## src/rtl/pipe_stage_reg.sv

```systemverilog
// pipe_stage_reg: one inter-stage pipeline register slot (D/E, E/M or M/W) of the
// 5-stage MIPS core. Holds the valid bit, instruction, PC, NUM_WORDS payload words and
// the control bundle. Supports stall (hold), flush (bubble) and a saturating Tnew
// decrement applied on the way out.
// Optional feature macro: PIPE_REG_STATS_EN adds StallCnt/BubbleCnt saturating counters.
module pipe_stage_reg #(
  parameter int          NUM_WORDS = 2,
  parameter int          CTRL_LEN  = 31,
  parameter int          TNEW_LSB  = 8,
  parameter int          TNEW_W    = 3,
  parameter logic [31:0] RESET_PC  = 32'h0000_3000
) (
  input  logic                      Clk,
  input  logic                      Reset,
  input  logic                      En,
  input  logic                      Flush,
  input  logic                      ValidIn,
  input  logic [31:0]               InsIn,
  input  logic [31:0]               PCIn,
  input  logic [NUM_WORDS*32-1:0]   DataIn,
  input  logic [CTRL_LEN-1:0]       CtrlIn,
  output logic                      ValidOut,
  output logic [31:0]               InsOut,
  output logic [31:0]               PCOut,
  output logic [NUM_WORDS*32-1:0]   DataOut,
  output logic [CTRL_LEN-1:0]       CtrlOut
`ifdef PIPE_REG_STATS_EN
  ,
  output logic [15:0]               StallCnt,
  output logic [15:0]               BubbleCnt
`endif
);

  localparam int DATA_W = NUM_WORDS * 32;

  // Register bank. The declaration values give the reset contents from time 0,
  // before the first Reset edge arrives.
  logic                r_valid = 1'b0;
  logic [31:0]         r_ins   = 32'h0000_0000;
  logic [31:0]         r_pc    = RESET_PC;
  logic [DATA_W-1:0]   r_data  = {DATA_W{1'b0}};
  logic [CTRL_LEN-1:0] r_ctrl  = {CTRL_LEN{1'b0}};

  logic [TNEW_W-1:0]   w_tnew;
  logic [TNEW_W-1:0]   w_tnew_dec;
  logic [CTRL_LEN-1:0] w_ctrl_out;

  // Pipeline slot update: Reset > Flush > hold (En=0) > load.
  always_ff @(posedge Clk) begin
    if (Reset) begin
      r_valid <= 1'b0;
      r_ins   <= 32'h0000_0000;
      r_pc    <= RESET_PC;
      r_data  <= {DATA_W{1'b0}};
      r_ctrl  <= {CTRL_LEN{1'b0}};
    end else if (Flush) begin
      // Bubble: no RegWrite/MemWrite, but PC is kept for EPC/delay-slot tracking.
      r_valid <= 1'b0;
      r_ins   <= 32'h0000_0000;
      r_pc    <= PCIn;
      r_data  <= {DATA_W{1'b0}};
      r_ctrl  <= {CTRL_LEN{1'b0}};
    end else if (En) begin
      r_valid <= ValidIn;
      r_ins   <= InsIn;
      r_pc    <= PCIn;
      r_data  <= DataIn;
      r_ctrl  <= CtrlIn;
    end else begin
      r_valid <= r_valid;
      r_ins   <= r_ins;
      r_pc    <= r_pc;
      r_data  <= r_data;
      r_ctrl  <= r_ctrl;
    end
  end

  // Outgoing control: Tnew field decremented, saturating at zero; other bits pass through.
  always_comb begin
    w_tnew     = r_ctrl[TNEW_LSB +: TNEW_W];
    w_tnew_dec = {TNEW_W{1'b0}};
    w_ctrl_out = r_ctrl;
    if (w_tnew == {TNEW_W{1'b0}}) begin
      w_tnew_dec = {TNEW_W{1'b0}};
    end else begin
      w_tnew_dec = w_tnew - TNEW_W'(1);
    end
    w_ctrl_out[TNEW_LSB +: TNEW_W] = w_tnew_dec;
  end

  assign ValidOut = r_valid;
  assign InsOut   = r_ins;
  assign PCOut    = r_pc;
  assign DataOut  = r_data;
  assign CtrlOut  = w_ctrl_out;

`ifdef PIPE_REG_STATS_EN
  logic [15:0] r_stall_cnt  = 16'h0000;
  logic [15:0] r_bubble_cnt = 16'h0000;

  function automatic logic [15:0] sat_inc16(input logic [15:0] v);
    if (v == 16'hFFFF) begin
      return v;
    end else begin
      return v + 16'd1;
    end
  endfunction

  // Stall counter: cycles a real (valid) instruction is held in this slot.
  always_ff @(posedge Clk) begin
    if (Reset) begin
      r_stall_cnt <= 16'h0000;
    end else if (!Flush && !En && r_valid) begin
      r_stall_cnt <= sat_inc16(r_stall_cnt);
    end else begin
      r_stall_cnt <= r_stall_cnt;
    end
  end

  // Bubble counter: cycles a flush inserts a bubble into this slot.
  always_ff @(posedge Clk) begin
    if (Reset) begin
      r_bubble_cnt <= 16'h0000;
    end else if (Flush) begin
      r_bubble_cnt <= sat_inc16(r_bubble_cnt);
    end else begin
      r_bubble_cnt <= r_bubble_cnt;
    end
  end

  assign StallCnt  = r_stall_cnt;
  assign BubbleCnt = r_bubble_cnt;
`endif

endmodule

```

## config.mk

```make
export PLATFORM = sky130hd
export DESIGN_NAME = pipe_stage_reg
export DESIGN_NICKNAME = d
export VERILOG_FILES = /design/src/rtl/pipe_stage_reg.sv
export SDC_FILE = /design/constraint.sdc
export NUM_CORES = 1
export LEC_CHECK = 0
export CAP_MARGIN = 20
export CORE_MARGIN = 3
export CORE_UTILIZATION = 43
export DETAILED_ROUTE_END_ITERATION = 6
export PLACE_DENSITY = 0.86
export SLEW_MARGIN = 0
export SYNTH_ARGS = -nofsm -noshare
export SYNTH_HDL_FRONTEND = slang
export SYNTH_SLANG_ARGS = --single-unit
```

## constraint.sdc

```tcl
create_clock -name Clk -period 2.12 [get_ports Clk]
set_input_delay 0.636 -clock Clk [delete_from_list [all_inputs] [get_ports Clk]]
set_output_delay 0.636 -clock Clk [all_outputs]
set_load 0.02 [all_outputs]
```

==> flow_summary.yaml, run 1 <==
synthesis:
  ys_seq_elements: 160
  syn-mean-instance-area_sq_um: 10.5
  synth_fa_ha_area_share_pct: 0.402
  synthXorXnorAreaFrac_pct: 0
  synth_top_family_by_area: "multiplexers"
  syn_nets: 760
  synth_top_area_share_pct: 51.4
  synth_area_leader_cell: "dfxtp_1"
  synth_cells: 594
  synthMuxAreaShare_pct: 20.6
  yosysUniqueCellTypes: 18
  synth_compound_area_share_pct: 5.42
  synth_area_sq_um: 6230
  ys_seq_area_share_pct: 51.4
  yosys.area_share.simple_pct: 12.7
  synth_edf_count: 0
  yosysWarnings: 0
  synth_top_flop_cell: "dfxtp_1"
  synth-async-reset-ratio_pct: 0
  synth_area_leaders: "dfxtp_1 (51%), mux2i_1 (21%), nor2_1 (7.3%)"
routing:
  drt_iter0_markers: 303
  wl_per_cell_um: 17.0
  vias: 5220
  via_per_inst: 4.87
  dr.pass1.iters: 5
  drc_errors: 0
  drtAntennaViolNets: 0
  drt-total-wl_um: 18200
cts:
  cts_max_path_buffers: 2
  cts.sink_count: 160
  cts_root_buf: "clkbuf_16"
  cts_tree: "yes"
  post_cts_buffers: 0
  cts-buffers-inserted: 17
  path_clk_slew_ns: 0.06
  htreeDepth: 4
  clk-insertion-delay-late_ns: 0.42
timing:
  slew_headroom_pct: 77.5
  rsz0062_at_grt: "no"
  tns_ns: 0
  fin_crit_sh_pct: 97.3
  finalMaxSlewViolations: 0
  setup_ws_ns: 0.0569
  finalSetupViolCount: 0
  worst_clock_skew_ns: 0
  whs_ns: 0.491
  min_period_ns: 2.06
  max_freq_ghz: 0.485
  tightestPinTransition_ns: 0.338
  hold_viol_final: 0
setup_path:
  critPathBufInv: 1
  crit_chain: "clkdlybuf4s50_1"
  cp.arrival_ns: 1.43
  start_kind: "register"
  cp_top_family: "buffers and inverters"
  worst_ep_required_time_ns: 1.48
  critical-path-slowest-cell: "clkdlybuf4s50_1"
  end_kind: "primary output"
  crit_type: "reg -> out"
  crit_fanout: 2
  cpPeakStageDelay_ns: 0.65
global_route:
  grt_start_max_net_pins: 68
  grt_overflow_total: 0
  grt_first_pass_wirelength_um: 28500
  antenna_found_initial: 0
  grt_usage_pct: 22.3
  grt_pass1_vias: 5409
pwr:
  cellInternalPower_mw: 5.64
  p_sw_mw: 1.75
  p_leak_nw: 4.02
  sw_frac_of_total_pct: 23.6
  pwr-share-comb_pct: 15.5
  p_total_mw: 7.39
  clkPwrFrac_pct: 41.4
  power.density_nw_per_um2: 741
  peakVddDrop_mv: 0.594
  p_seq_share_pct: 43.1
cells_and_area:
  multi_input_area_sq_um: 2440
  antenna_cells: 0
  final_cell_mix: "clkdlybuf4s50_1 (319), dfxtp_1 (160), mux2i_1 (128)"
  final_cells: 1072
  regArea_sq_um: 3200
  num-nets-final: 1047
  drive_gt1_share_pct: 7.40
  final_common_cell: "clkdlybuf4s50_1"
  syn2layout_area_growth_pct: 60.0
  fillCellCount: 1002
run:
  cap_violations: 0
floorplanning:
  io_pins: 324
  core_sq_um: 14000
  std_cell_rows: 43
  initial_utilization_pct: 44.4
  dieArea_sq_um: 16000
  fp.dieH_um: 126
  die_w_um: 126
placement:
  dp_cells: 1042
  place_ws_ns: 0.120
  port_buffers: 323
  dp_hpwl_um: 13100
  gp_congestion: 0.763
hold_path:
  hp-class: "reg -> reg"
status:
  outcome: "finished, final reports clean"
cell type report:
type	instances	area share (%)
inverters	2	0.0753
clock inverters	11	1.42
flip-flops and latches	160	32.1
multi-input cells	358	24.5
repair buffers	342	35.2
clock buffers	19	4.44
well taps	180	2.26
cell usage after synthesis, types with 3 or more instances:
master,number
nor2_1,121
or3b_1,27
nor2_2,10
buf_2,3
buf_4,41
o21ai_0,31
a21oi_1,30
mux2i_1,128
or3b_2,3
buf_6,20
clkbuf_1,10
dfxtp_1,160
final timing paths:
path / from / to / slack, ns / cells after the start
max: DataOut[42]$_SDFFE_PP0P_ / DataOut[42] / 0.06 / 1
min: DataOut[2]$_SDFFE_PP0P_ / DataOut[2]$_SDFFE_PP0P_ / 0.49 / 2
max reg2reg: PCOut[31]$_SDFFE_PP0P_ / PCOut[31]$_SDFFE_PP0P_ / 1.13 / 2
min reg2reg: DataOut[2]$_SDFFE_PP0P_ / DataOut[2]$_SDFFE_PP0P_ / 0.49 / 2
kinds of logic (layout without fill, tap and decap cells):
family | Yosys count | after routing
simple gates | 163 | 163
compound gates | 65 | 65
mux | 128 | 128
flops | 160 | 160
fa+ha+maj | 2 | 2
buf+inv | 76 | 374
flip-flops by register name, summed over array words and instances (netlist names):
register,count
PCOut,32
InsOut,32
ValidOut,1
r_ctrl,31
DataOut,64
metrics by stage:
| stage | utilization, % | area (sq um) |
|---|---|---|
| 2_1_floorplan | - | 6230 |
| 3_3_place_gp | 66.9 | 9390 |
| 3_5_place_dp | 66.9 | 9390 |
| 4_1_cts | 71.1 | 9980 |
| 5_1_grt | 71.0 | 9970 |
| 6_report | 71.0 | 9970 |
routing by layer:
metal	up-vias	track usage (%)	share of wire, %
met2	230	39.6	51
met3	25	8.25	9.2
li1	2534	-	-
met4	0	8.20	2.0
met1	2431	24.3	38
met5	-	0	0
power by group through the flow:
stage	clock [mW]	combinational (mW)	sequential (mW)
floorplan	0	0.436	3.36
global placement	0	1.13	3.24
detailed placement	0	1.14	3.25
CTS	3.11	1.15	3.19
global route	3.23	1.22	3.20
finish	3.06	1.15	3.19
timing repair:
item	CTS	global route
endpoints found under the setup margin	3	2
hold buffers	0	0
gates cloned	0	0
resized for setup	9	2
No activity file was read; power rests on OpenSTA's default activity.
==> run 2, diff against run 1 <==
Settings changed: PLACE_DENSITY 0.86 to 0.88.
==> run 2 against run 1 <==
  * Sequential power is essentially flat
  * Global-route usage down 0.98 points
  * Sequential cell count is the same
  * Design area fell by 0.60%
  * Routed wire length decreased by 5.5%
  * Cell count decreased by 0.65%
  * Worst setup slack better by 0.022 ns
  * Critical path type unchanged
  * Utilization decreased by 0.43 points
  * Clock skew did not move
  * Die area stayed put
  * Sequential share of layout area is 0.19 points higher
  * Critical endpoint is now InsOut[20]
  * Register-to-register slack about the same
==> flow_summary.yaml, run 2 (synthesized netlist as in run 1, its figures left out) <==
run:
  cap_violations: 0
timing:
  tightestPinTransition_ns: 0.534
  finalSetupViolCount: 0
  rsz0062_at_grt: "no"
  fin_crit_sh_pct: 96.3
  min_period_ns: 2.04
  max_freq_ghz: 0.490
  hold_viol_final: 0
  finalMaxSlewViolations: 0
  setup_ws_ns: 0.0792
  worst_clock_skew_ns: 0
  tns_ns: 0
  slew_headroom_pct: 64.4
cells_and_area:
  final_cell_mix: "clkdlybuf4s50_1 (319), dfxtp_1 (160), mux2i_1 (128)"
  num-nets-final: 1041
  drive_gt1_share_pct: 6.44
  largest_reg_flops: 64
  antenna_cells: 0
  final_common_cell: "clkdlybuf4s50_1"
  syn2layout_area_growth_pct: 59.0
  fin_area_sq_um: 9910
  final_cells: 1065
floorplanning:
  io_pins: 324
  dieArea_sq_um: 16000
  std_cell_rows: 43
  initial_utilization_pct: 44.4
  core_sq_um: 14000
  die_w_um: 126
  fp.dieH_um: 126
setup_path:
  end_kind: "primary output"
  cp_top_family: "buffers and inverters"
  r2r_cells: 2
  crit_type: "reg -> out"
  crit_fanout: 2
  cpPeakStageDelay_ns: 0.67
  crit_chain: "clkdlybuf4s50_1"
  critPathBufInv: 1
  cp.arrival_ns: 1.40
  critical-path-slowest-cell: "clkdlybuf4s50_1"
  worst_ep_required_time_ns: 1.48
  start_kind: "register"
  cp.depth: 1
routing:
  drt_iter0_markers: 261
  wl_per_cell_um: 16.1
  drt-total-wl_um: 17200
  via_per_inst: 4.81
  top_layer: "met4"
  vias: 5118
  route.met3.wl_um: 1640
  drc_errors: 0
  met2_length_um: 8410
  drt-met1-wl_um: 6720
  dr.pass1.iters: 4
  drtAntennaViolNets: 0
cts:
  path_clk_slew_ns: 0.06
  post_cts_buffers: 0
  cts.sink_count: 160
  cts_tree: "yes"
  cts_max_path_buffers: 2
  cts_root_buf: "clkbuf_16"
  clk-insertion-delay-late_ns: 0.41
  htreeDepth: 4
  cts-buffers-inserted: 17
pwr:
  p_total_mw: 7.37
  peakVddDrop_mv: 0.529
  power.density_nw_per_um2: 743
  p_leak_nw: 3.99
global_route:
  grt_overflow_total: 0
  grt_first_pass_wirelength_um: 27200
  grt_usage_pct: 21.3
  grt_pass1_vias: 5182
  antenna_found_initial: 0
  grt_start_max_net_pins: 82
placement:
  gp_congestion: 0.771
  dpl_cell_area_sq_um: 9330
  port_buffers: 323
  dp_cells: 1036
  place_ws_ns: 0.115
  dp_hpwl_um: 12700
hold_path:
  hold_path_depth: 1
  hp-class: "reg -> reg"
status:
  outcome: "finished, final reports clean"
run 2: worst paths after layout:
| kind | end | from | slack [ns] |
|---|---|---|---|
| setup reg to reg | PCOut[1]$_SDFFE_PP0P_ | PCOut[1]$_SDFFE_PP0P_ | 1.12 |
| setup / recovery | InsOut[20] | InsOut[20]$_SDFFE_PP0P_ | 0.08 |
| hold / removal | PCOut[13]$_SDFFE_PP1P_ | PCOut[13]$_SDFFE_PP1P_ | 0.47 |
| hold reg to reg | PCOut[13]$_SDFFE_PP1P_ | PCOut[13]$_SDFFE_PP1P_ | 0.47 |
run 2: report_power, final:
group	switching, mW	total (mW)	internal [mW]	leakage, nW
Clock	1.13	3.06	1.93	0.278
Combinational	0.480	1.12	0.644	2.40
Sequential	0.0590	3.19	3.13	1.31
Total	1.67	7.37	5.70	3.99
run 2: repair_timing:
action                     4_1_cts  5_1_grt
hold buffers                     0        0
setup endpoints to repair        3        3
resized for setup                7        4
run 2: area by class of cell:
| cell class | instances | area [sq um] |
|---|---|---|
| inverter | 2 | 7.51 |
| multi-input combinational | 358 | 2440 |
| clock inverter | 5 | 105 |
| fill | 1004 | 4130 |
| timing repair buffer | 336 | 3450 |
| tap | 180 | 225 |
| sequential | 160 | 3200 |
| clock buffer | 24 | 482 |
run 2: metal layers:
layer / global-route usage, % / vias up
met1: 24.3 / 2334
met3: 8.59 / 30
met5: 0 / -
met2: 35.7 / 225
met4: 8.45 / 0
li1: - / 2529
run 2: per-stage QoR:
step | hold WS (ns) | utilization [%]
after floorplan | 0.462 | -
after global routing | 0.485 | 70.6
after detailed placement | 0.454 | 66.5
after CTS | 0.466 | 70.6
after global placement | 0.453 | 66.5
final | 0.465 | 70.6
==> run 3, diff against run 2 <==
Settings changed: RECOVER_POWER from default to 25.
==> run 3 against run 2 <==
  * Register-to-register slack about the same
  * Non-clock buffer count unchanged
  * Clock skew unchanged
  * Combinational power about the same
  * Cell count unchanged
  * First-iteration DRC count up 11%
  * Clock power about the same
  * Sequential cell count unchanged
==> flow_summary.yaml, run 3 (synthesized netlist as in run 1, its figures left out) <==
status:
  outcome: "finished, final reports clean"
cts:
  cts.sink_count: 160
  path_clk_slew_ns: 0.06
  cts-buffers-inserted: 17
  htreeDepth: 4
  cts_max_path_buffers: 2
  cts_tree: "yes"
  clk-insertion-delay-late_ns: 0.41
  post_cts_buffers: 0
  cts_root_buf: "clkbuf_16"
  ctsHoldBuffers: 0
timing:
  tns_ns: 0
  max_freq_ghz: 0.489
  finalSetupViolCount: 0
  tightestPinTransition_ns: 0.704
  rsz0062_at_grt: "no"
  worst_clock_skew_ns: 0
  min_period_ns: 2.05
  fin_crit_sh_pct: 96.5
  finalMaxSlewViolations: 0
  slew_headroom_pct: 53.1
  whs_ns: 0.465
  setup_ws_ns: 0.0747
  hold_viol_final: 0
setup_path:
  crit_fanout: 9
  worst_ep_required_time_ns: 2.40
  ff2ff_setup_slack_ns: 1.12
  rr_startpoint: "PCOut[1]$_SDFFE_PP0P_"
  end_kind: "register"
  r2r_end: "PCOut[1]$_SDFFE_PP0P_"
  r2r_cells: 2
  cp.arrival_ns: 2.33
  crit_type: "in -> reg"
  start_kind: "input port"
pwr:
  peakVddDrop_mv: 0.529
  cellInternalPower_mw: 5.70
  sw_frac_of_total_pct: 22.6
  p_sw_mw: 1.67
  p_seq_share_pct: 43.3
  p_total_mw: 7.36
  p_leak_nw: 3.98
  power.density_nw_per_um2: 744
  pwr-share-comb_pct: 15.2
  clkPwrFrac_pct: 41.5
floorplanning:
  io_pins: 324
  fp.dieH_um: 126
  dieArea_sq_um: 16000
  core_sq_um: 14000
  std_cell_rows: 43
  initial_utilization_pct: 44.4
  die_w_um: 126
placement:
  place_ws_ns: 0.115
  dp_cells: 1036
  dp_hpwl_um: 12700
  port_buffers: 323
  dpl_cell_area_sq_um: 9330
  gp_congestion: 0.771
global_route:
  grt_overflow_total: 0
  grt_usage_pct: 21.3
  antenna_found_initial: 0
  grt_first_pass_wirelength_um: 27200
  grt_pass1_vias: 5182
  grt_start_max_net_pins: 82
cells_and_area:
  num-nets-final: 1041
  syn2layout_area_growth_pct: 58.8
  drive_gt1_share_pct: 5.88
  final_common_cell: "clkdlybuf4s50_1"
  final_cells: 1065
  largest_reg_flops: 64
  final_cell_mix: "clkdlybuf4s50_1 (318), dfxtp_1 (160), mux2i_1 (128)"
  fillCellCount: 1007
  fin_area_sq_um: 9900
  utilization_pct: 70.5
  antenna_cells: 0
hold_path:
  min_from: "PCOut[13]$_SDFFE_PP1P_"
  hold_path_depth: 1
  hp-class: "reg -> reg"
  worstHoldEndpoint: "PCOut[13]$_SDFFE_PP1P_"
routing:
  dr.pass1.iters: 4
  via_per_inst: 4.82
  vias: 5136
  drc_errors: 0
  wl_per_cell_um: 16.1
  drt_iter0_markers: 291
  drt-total-wl_um: 17200
  drtAntennaViolNets: 0
run:
  cap_violations: 0
## run 3: how the worst max path moves through the flow
stage,startpoint,endpoint,cells past startpoint
2_1_floorplan,r_ctrl[8]$_SDFFE_PP0P_,CtrlOut[9],3
3_3_place_gp,Flush,PCOut[31]$_SDFFE_PP0P_,4
3_5_place_dp,Flush,PCOut[31]$_SDFFE_PP0P_,4
4_1_cts,r_ctrl[8]$_SDFFE_PP0P_,CtrlOut[9],4
5_1_grt,InsOut[31]$_SDFFE_PP0P_,InsOut[31],1
6_report,Flush,r_ctrl[30]$_SDFFE_PP0P_,4
## run 3: timing repair
item | CTS | global route
gates resized for setup | 7 | 4
pin swaps | 0 | 0
endpoints found under the setup margin | 3 | 3
## run 3: critical path: stages
cell and delay [ns]:
dlygate4sd3_1 0.61, or2_0 0.58, clkbuf_1 0.39, nor2_1 0.11
## run 3: metal layers
metal / GRT usage (%) / routed length [um] / part of all wire [%]
met1: 24.3 / 6730 / 39
met5: 0 / 0 / 0
met3: 8.59 / 1610 / 9.4
met2: 35.7 / 8420 / 49
met4: 8.45 / 401 / 2.3
## run 3: layout make-up
type / count / area (sq um) / share of cell area (%)
Clock buffer: 24 / 482 / 4.87
Clock inverter: 5 / 105 / 1.06
Inverter: 2 / 7.51 / 0.0758
Multi-Input combinational cell: 358 / 2430 / 24.5
Sequential cell: 160 / 3200 / 32.4
Tap cell: 180 / 225 / 2.28
Timing Repair Buffer: 336 / 3450 / 34.8
## run 3: power groups by stage
stage	combinational, mW	clock, mW	sequential [mW]
final	1.12	3.06	3.19
after global routing	1.20	3.25	3.20
after CTS	1.13	3.13	3.18
after detailed placement	1.13	0	3.25
after global placement	1.11	0	3.24
after floorplan	0.436	0	3.36
